--- config.mk ---
export PLATFORM = sky130hd
export DESIGN_NAME = serial_pattern_gen
export DESIGN_NICKNAME = d
export VERILOG_FILES = /design/src/rtl/serial_pattern_gen.sv
export SDC_FILE = /design/constraint.sdc
export NUM_CORES = 1
export LEC_CHECK = 0
export CORE_MARGIN = 10
export CORE_UTILIZATION = 54
export DETAILED_ROUTE_END_ITERATION = 8
export PLACE_DENSITY_LB_ADDON = 0.05
export SYNTH_ARGS = -nofsm -noshare
export SYNTH_HDL_FRONTEND = slang
export SYNTH_SLANG_ARGS = --single-unit
--- constraint.sdc ---
create_clock -name clk -period 2.65 [get_ports clk]
set_input_delay 0.795 -clock clk [delete_from_list [all_inputs] [get_ports clk]]
set_output_delay 0.795 -clock clk [all_outputs]
set_load 0.1 [all_outputs]
--- src/rtl/serial_pattern_gen.sv ---
// serial_pattern_gen: shifts a latched pattern out MSB-first with valid, optional repeats and gaps.
// Optional even-parity bit per frame when SPG_PARITY_EN is defined.
`default_nettype none

module serial_pattern_gen #(
  parameter int PAT_W      = 8,
  parameter int LEN_W      = 4,
  parameter int GAP_CYCLES = 2
) (
  input  logic             clk,
  input  logic             reset,
  input  logic             start,
  input  logic             abort,
  input  logic [PAT_W-1:0] pattern,
  input  logic [LEN_W-1:0] length,
  input  logic [7:0]       repeat_cnt,
  output logic             ser_out,
  output logic             ser_valid,
  output logic             busy,
  output logic             done
);

  localparam logic [2:0] S_IDLE   = 3'd0;
  localparam logic [2:0] S_SEND   = 3'd1;
  localparam logic [2:0] S_GAP    = 3'd2;
`ifdef SPG_PARITY_EN
  localparam logic [2:0] S_PARITY = 3'd3;
`endif
  localparam logic [2:0] S_DONE   = 3'd4;

  localparam int              GAP_W    = (GAP_CYCLES > 1) ? $clog2(GAP_CYCLES) : 1;
  localparam logic [GAP_W-1:0] GAP_LOAD = GAP_W'((GAP_CYCLES > 0) ? GAP_CYCLES - 1 : 0);
  localparam logic [LEN_W-1:0] PAT_W_L  = LEN_W'(PAT_W);

  logic [2:0]       state_q, state_d;
  logic [PAT_W-1:0] pat_q, pat_d;
  logic [LEN_W-1:0] len_q, len_d;
  logic [LEN_W-1:0] idx_q, idx_d;
  logic [7:0]       rep_q, rep_d;
  logic [GAP_W-1:0] gap_q, gap_d;
  logic             out_q, out_d;
  logic             valid_q, valid_d;
  logic             busy_q, busy_d;
  logic             done_q, done_d;

  logic [LEN_W-1:0] len_eff, len_eff_m1, len_m1, idx_m1;
  logic [PAT_W-1:0] sh_start, sh_first, sh_next;

  // Out-of-range or zero length means a full-width frame.
  assign len_eff    = ((length == '0) || (length > PAT_W_L)) ? PAT_W_L : length;
  assign len_eff_m1 = len_eff - 1'b1;
  assign len_m1     = len_q - 1'b1;
  assign idx_m1     = idx_q - 1'b1;
  assign sh_start   = pattern >> len_eff_m1;
  assign sh_first   = pat_q >> len_m1;
  assign sh_next    = pat_q >> idx_m1;

`ifdef SPG_PARITY_EN
  logic parity;
  always_comb begin
    parity = 1'b0;
    for (int i = 0; i < PAT_W; i++) begin
      if (i < int'(len_q)) parity = parity ^ pat_q[i];
    end
  end
`endif

  always_comb begin
    logic frame_end;
    frame_end = 1'b0;
    state_d   = state_q;
    pat_d     = pat_q;
    len_d     = len_q;
    idx_d     = idx_q;
    rep_d     = rep_q;
    gap_d     = gap_q;
    out_d     = 1'b0;
    valid_d   = 1'b0;
    busy_d    = 1'b0;
    done_d    = 1'b0;

    case (state_q)
      S_IDLE: begin
        if (start && !abort) begin
          pat_d   = pattern;
          len_d   = len_eff;
          rep_d   = repeat_cnt;
          idx_d   = len_eff_m1;
          state_d = S_SEND;
          out_d   = sh_start[0];
          valid_d = 1'b1;
          busy_d  = 1'b1;
        end
      end
      S_SEND: begin
        if (idx_q != '0) begin
          idx_d   = idx_m1;
          out_d   = sh_next[0];
          valid_d = 1'b1;
          busy_d  = 1'b1;
        end else begin
`ifdef SPG_PARITY_EN
          state_d = S_PARITY;
          out_d   = parity;
          valid_d = 1'b1;
          busy_d  = 1'b1;
`else
          frame_end = 1'b1;
`endif
        end
      end
`ifdef SPG_PARITY_EN
      S_PARITY: frame_end = 1'b1;
`endif
      S_GAP: begin
        busy_d = 1'b1;
        if (gap_q == '0) begin
          state_d = S_SEND;
          idx_d   = len_m1;
          out_d   = sh_first[0];
          valid_d = 1'b1;
        end else begin
          gap_d = gap_q - 1'b1;
        end
      end
      S_DONE:  state_d = S_IDLE;
      default: state_d = S_IDLE;
    endcase

    if (frame_end) begin
      if (rep_q != 8'd0) begin
        rep_d  = rep_q - 8'd1;
        busy_d = 1'b1;
        if (GAP_CYCLES > 0) begin
          state_d = S_GAP;
          gap_d   = GAP_LOAD;
        end else begin
          state_d = S_SEND;
          idx_d   = len_m1;
          out_d   = sh_first[0];
          valid_d = 1'b1;
        end
      end else begin
        state_d = S_DONE;
        done_d  = 1'b1;
      end
    end

    if (abort && (state_q != S_IDLE)) begin
      state_d = S_IDLE;
      out_d   = 1'b0;
      valid_d = 1'b0;
      busy_d  = 1'b0;
      done_d  = 1'b0;
    end
  end

  always_ff @(posedge clk or posedge reset) begin
    if (reset) begin
      state_q <= S_IDLE;
      pat_q   <= '0;
      len_q   <= '0;
      idx_q   <= '0;
      rep_q   <= '0;
      gap_q   <= '0;
      out_q   <= 1'b0;
      valid_q <= 1'b0;
      busy_q  <= 1'b0;
      done_q  <= 1'b0;
    end else begin
      state_q <= state_d;
      pat_q   <= pat_d;
      len_q   <= len_d;
      idx_q   <= idx_d;
      rep_q   <= rep_d;
      gap_q   <= gap_d;
      out_q   <= out_d;
      valid_q <= valid_d;
      busy_q  <= busy_d;
      done_q  <= done_d;
    end
  end

  assign ser_out   = out_q;
  assign ser_valid = valid_q;
  assign busy      = busy_q;
  assign done      = done_q;

endmodule

`default_nettype wire

**Yosys cells after proc, flatten, opt, wreduce, memory -nomap -nowiden**

Index checks and enable logic that the tools add are counted.

- Equality and inequality tests: 8
- Mux-type cells: 38
- $add $sub $neg: 5
- Order comparisons: 1
- Reduce and logical (&&, ||, !) cells: 13
- Shifts and indexed selects: 3

Operators with widths:

| operator | number |
|---|---|
| two-way mux 8 bit | 4 |
| right shift 8 x 4 -> 1 bit | 3 |
| two-way mux 1 bit | 20 |
| two-way mux 4 bit | 4 |
| two-way mux 3 bit | 5 |
| one-hot mux 4 bit (3 select lines) | 1 |
| subtractor 4 x 1 -> 4 bit, second input constant | 3 |
| one-hot mux 1 bit (3 select lines) | 3 |
| one-hot mux 3 bit (3 select lines) | 1 |
| != test 4 bit, second input constant | 2 |
| nonzero test 8 bit | 1 |
| subtractor 8 x 1 -> 8 bit, second input constant | 1 |
| != test 2 bit, second input constant | 3 |
| nonzero test 3 bit | 2 |
| > comparator 4 bit, second input constant | 1 |
| zero test 4 bit | 1 |
| AND reduction 4 bit | 1 |
| nonzero test 4 bit | 1 |
| == test 3 x 1 -> 1 bit, second input constant | 1 |
| == test 3 x 2 -> 1 bit, second input constant | 1 |
| zero test 3 bit | 1 |
| != test 3 bit, second input constant | 1 |
| AND reduction 3 bit | 1 |
| logical AND 1 bit | 2 |
| 4 further kinds | 4 |

- Output and inout port bits: 4
- Word-level logic and storage cells: 78
- Bits of input ports: 24
- Bits in registers: 32

**Longest topological paths before layout**

Gate-level depths: netlist of the first run.

- Depth in word-level cells: 8
- Gate-level depth with buffers: 8
- Mapped depth without buffers: 7

**Least setup slack after synthesis of the first run**

No wires, ideal clock.

- Path type: input port to flip-flop
- From: in abort
- To: reg pat_q[0]
- Cell stages on the path: 5
- Path slack: 530 ps
- Library setup time: 125 ps
- Required time: 2,525 ps
- Buffers on the path: 2
- Arrival: 1,996 ps
- Path through: buf_2 nor3b_1 nand2_1 buf_2 mux2_2

- Word-level cells in the longest chain between the ends: 3

Ends and longest elaborated chain:

| item | line | source |
|---|---|---|
| start: declaration | 13 | `input logic abort,` |
| zero test 1 bit | 84 | `if (start && !abort) begin` |
| logical AND 1 bit | 84 |  |
| AND reduction 2 bit (no source line) | - |  |
| end signal: assignment | 172 | `pat_q <= pat_d;` |
| end: declaration | 36 | `logic [PAT_W-1:0] pat_q, pat_d;` |

No other way between the ends.
A chain may end at the register's enable or synchronous reset.

**Worst setup path in the final report of the first run**

- From: reg idx_q[0]
- To: reg rep_q[5]

- Word-level cells in the longest chain between the ends: 4

Ends and longest elaborated chain:

| item | line | source |
|---|---|---|
| start: declaration | 38 | `logic [LEN_W-1:0] idx_q, idx_d;` |
| start signal: assignment | 174 | `idx_q <= idx_d;` |
| nonzero test 4 bit | 96 | `if (idx_q != '0) begin` |
| two-way mux 1 bit | 96 |  |
| two-way mux 1 bit | 82 | `case (state_q)` |
| two-way mux 8 bit | 130 | `if (frame_end) begin` |
| via rep_d[5] | 39 | `logic [7:0] rep_q, rep_d;` |
| end signal: assignment | 175 | `rep_q <= rep_d;` |
| end: declaration | 39 |  |

The timed path passes the listed nets, and every way through them passes these cells.

==> results.md, run 1 <==
Outcome:
- The flow ran to the end, and the final reports show no timing, DRC or antenna violations.

Yosys:
- Counting flops and latches in the post-synthesis netlist gives 32.
- The average instance in the mapped netlist occupies around 9.5 um^2.
- Yosys mapped the design onto 40 distinct sky130hd cell types.
- The cell count after synthesis is between 200 and 250.
- Yosys printed 0 warnings.
- The number of nets handed over by synthesis was 238.
- The synthesized area is 0.00198 mm^2.
- For this run, the register share of the synthesized area comes to 0.405.

Critical path:
- Across all register-to-register paths, the minimum setup slack is between 300 and 400 ps.
- The highest-delay cell along the critical path is sky130_fd_sc_hd__dfrtp_1.
- The required time of the worst setup path is 2810 ps.
- Walking the worst path, the cells encountered are inv_1, ha_1, or3b_4, a211oi_4, buf_4, nand2_1, a21oi_1, a311oi_2.
- Data on the critical path arrives at its endpoint at roughly 2400 ps.
- In this run the worst setup path begins at idx_q[0].
- Together, buffers and inverters on the worst path number 2.
- The cell family contributing the most delay on the critical path is compound AO/OA/AOI/OAI gates.
- The type of element capturing the critical path is a flop.
- The maximum net fanout on the critical path is 13.
- The kind of start point of the critical path is a flop.
- On the worst path, the slowest cell contributes a delay of ~470 ps.
- The critical setup path kind is flop to flop.
- The worst register-to-register path begins at idx_q[0].

GRT:
- The via count of the first global-routing pass is roughly 1800.
- The initial antenna violation count is 0.
- Across every metal layer, demand over resource in global routing totals 0.155.
- For this run the aggregate overflow at the end of global routing stands at 0.
- The first global-routing pass estimated around 8000 um of wire.
- Entering global routing, the biggest net connects 33 pins.

Die:
- The core area is between 0.003 and 0.004 mm^2.
- The initial utilization of the core area, before any placement, comes to 0.575.
- The number of cell rows is 21.
- The I/O pin count is 28.
- The height of the die is about 81 um.
- The area enclosed by the die boundary is around 0.0065 mm^2.
- The die width is between 80 and 90 um.

Power:
- Of the total power, combinational logic draws 0.347.
- The switching part of the total power is 0.358.
- In this run the power density over the cells is roughly 760 mW/mm^2.
- In this run the static leakage power is 0.992 nW.
- The internal power is 1.18 mW.
- The worst supply voltage drop on vdd is roughly 370 uV.
- The clock network power share is 0.258.
- The post-route total power is between 1.5 and 2 mW.
- The proportion of power drawn by flip-flops and latches is 0.395.
- The net load switching power is 657 uW.

CTS:
- The total of cells resized after clock tree synthesis is 0.
- The H-tree generated during clock tree synthesis spans 2 levels.
- The clock tree from TritonCTS is built.
- The buffer count from post-CTS setup fixing is 0.
- The later-pin clock latency in the skew report is about 290 ps.
- Clock-pin slew was measured on the worst setup and hold paths at around 80 ps.
- The tree built by TritonCTS fans out to 32 sinks.
- The longest clock path from root to sink contains 2 buffers.
- The cell sitting at the root of the clock tree is a sky130_fd_sc_hd__clkbuf_8.
- Hold repair after CTS inserted 0 buffers.
- Counting the buffers created by CTS gives 5.

Place:
- Counting tap cells, the placed design contains a total of 280 instances.
- The total placed instance area is ~0.0023 mm^2.
- The post-detailed-placement half-perimeter wirelength is between 3000 and 4000 um.
- The number of buffers inserted by port buffering is 27.
- The worst setup timing slack at the placement stage is between 200 and 250 ps.
- The congestion estimate from routability-driven global placement came to just under 0.9.

Timing:
- The achievable clock frequency is between 400 and 500 MHz.
- In the finished design, the share of the clock period the worst path needs comes to 0.853.
- The sum of negative setup slack is 0 ps.
- Setup repair after global routing left no endpoint under its margin.
- Setup violations remaining at the end of the flow were counted as 0.
- The number of max-slew violations in the final report was 0.
- At the pin with the least slew margin, the transition time is roughly 560 ps.
- In the post-route analysis, the smallest setup slack over all paths is 389 ps.
- The final hold violation count is 0.
- The post-route worst hold slack is approximately 520 ps.
- The worst slew margin relative to its limit is 0.627.
- The routed design could run at a clock period as short as around 2300 ps.
- The clock skew is between 10 and 15 ps.

Layout:
- In the layout the commonest cells are sky130_fd_sc_hd__dfrtp_1, sky130_fd_sc_hd__clkdlybuf4s50_1, sky130_fd_sc_hd__nand2_1.
- The antenna diode instance count is 0.
- The filler cells instantiated in the layout total 278.
- Once layout is complete, the utilization of the core stands at 0.700.
- The share of cells above drive strength 1 is 0.169.
- The commonest non-fill, non-tap cell in the layout is sky130_fd_sc_hd__dfrtp_1.
- The area growth from synthesis to layout is 21.7%.
- Registers take ~800 um^2.
- Once layout is done, the placed cells without fillers occupy approximately 0.0024 mm^2.
- The net count of the finished layout is between 200 and 300.
- The area occupied by multi-input gates is roughly 0.0011 mm^2.
- The number of standard cells in the final layout excluding fillers is between 200 and 300.

Min path:
- The worst hold path begins at len_q[1].
- The path class of the tightest hold or removal check is flop to flop.

Run:
- The tool flagged a number of max-cap violations equal to 0.

Routing:
- In the routed layout, each cell is associated on average with a via count of between 5 and 6.
- The first routing iteration left 109 violations.
- The routed layout has approximately 1700 vias.
- The number of nets with antenna violations after detailed routing is 0.
- The number of detailed-route iterations in the first pass is 4.
- The detailed-route DRC error count is 0.
- The final layout contains routed wiring with a total length of 4620 um.
- The average routed wire per standard cell is between 15 and 20 um.
sequential cells by signal, indices dropped and copies added, names as in the netlist:
| register | flops |
|---|---|
| ser_out | 1 |
| gap_q | 1 |
| state_q | 3 |
| idx_q | 4 |
| busy | 1 |
| rep_q | 8 |
| done | 1 |
| pat_q | 8 |
| ser_valid | 1 |
| len_q | 4 |
cell families (layout without fill, tap and decap cells):
family / after synthesis / after routing / synth area share
and+or+nand+nor: 71 / 71 / 0.183
AOI/OAI and AO/OA: 58 / 58 / 0.192
DFF: 32 / 32 / 0.405
buffers and inverters: 21 / 54 / 0.0487
muxes: 17 / 17 / 0.118
adders and majority gates: 5 / 5 / 0.0316
xor gates and xnor gates: 5 / 5 / 0.0221
cells in the mapped netlist, drive strengths merged:
cell / instances / area share
o21a: 2 / 0.0076
or3b: 2 / 0.011
nand4b: 1 / 0.0044
nor2: 17 / 0.032
nor3: 7 / 0.018
nand2b: 9 / 0.028
a21o: 3 / 0.015
o311ai: 1 / 0.0044
mux2i: 2 / 0.010
o221ai: 1 / 0.0044
buf: 4 / 0.016
clkbuf: 5 / 0.0095
o31ai: 1 / 0.0038
nor2b: 1 / 0.0032
mux4: 4 / 0.046
a21oi: 18 / 0.046
nand2: 20 / 0.038
nand3: 3 / 0.0076
nor4: 4 / 0.016
a2bb2oi: 1 / 0.0044
xnor2: 3 / 0.013
nand4: 3 / 0.0095
nor3b: 3 / 0.011
o22ai: 5 / 0.016
a211oi: 2 / 0.014
and2: 1 / 0.0032
inv: 12 / 0.023
a311oi: 3 / 0.020
a31oi: 4 / 0.013
ha: 5 / 0.032
xor2: 2 / 0.0089
mux2: 11 / 0.063
o21ai: 16 / 0.040
a32oi: 1 / 0.0044
dfrtp: 32 / 0.40
worst reg2reg max path, stage by stage, from the launching register on:
cell                       delay, ps
sky130_fd_sc_hd__dfrtp_1         470
sky130_fd_sc_hd__inv_1           130
sky130_fd_sc_hd__ha_1            170
sky130_fd_sc_hd__or3b_4          420
sky130_fd_sc_hd__a211oi_4        360
sky130_fd_sc_hd__buf_4           260
sky130_fd_sc_hd__nand2_1          70
sky130_fd_sc_hd__a21oi_1         190
sky130_fd_sc_hd__a311oi_2         70
layout make-up:
class | instances | share of cell area
Clock inverter | 3 | 0.0177
Multi-Input combinational cell | 156 | 0.449
Inverter | 12 | 0.0187
Timing Repair Buffer | 34 | 0.130
Sequential cell | 32 | 0.332
Tap cell | 46 | 0.0239
Clock buffer | 5 | 0.0286
worst paths after layout:
path / endpoint / cells past startpoint
worst max-delay path: rep_q[5] / 8
worst min-delay path: len_q[1] / 2
worst max register to register: rep_q[5] / 8
worst min register to register: len_q[1] / 2
max in group asynchronous: rep_q[0] / 3
min in group asynchronous: rep_q[5] / 3
routing by layer:
metal | global-route usage | up-vias | share of wire
met1 | 0.185 | 809 | 0.46
met3 | 0.0434 | 7 | 0.036
met4 | 0.0581 | 0 | 0.013
met2 | 0.258 | 45 | 0.49
li1 | - | 821 | -
met5 | 0 | - | 0
power groups by stage:
stage	Combinational (mW)	Clock, mW	Sequential (mW)
after floorplan	0.429	0	0.755
after global placement	0.616	0	0.721
after detailed placement	0.636	0	0.730
after CTS	0.643	0.483	0.722
after global routing	0.704	0.499	0.742
final	0.638	0.475	0.726
Note: power is estimated with default switching activity, not from simulation.
==> run 2, diff against run 1 <==
--- a/config.mk
+++ b/config.mk
@@ -9,6 +9,7 @@
 export CORE_UTILIZATION = 54
 export DETAILED_ROUTE_END_ITERATION = 8
 export PLACE_DENSITY_LB_ADDON = 0.05
+export SLEW_MARGIN = 20
 export SYNTH_ARGS = -nofsm -noshare
 export SYNTH_HDL_FRONTEND = slang
 export SYNTH_SLANG_ARGS = --single-unit
==> results of run 2 <==
Final layout, timing and power as in run 1 (identical DEF).
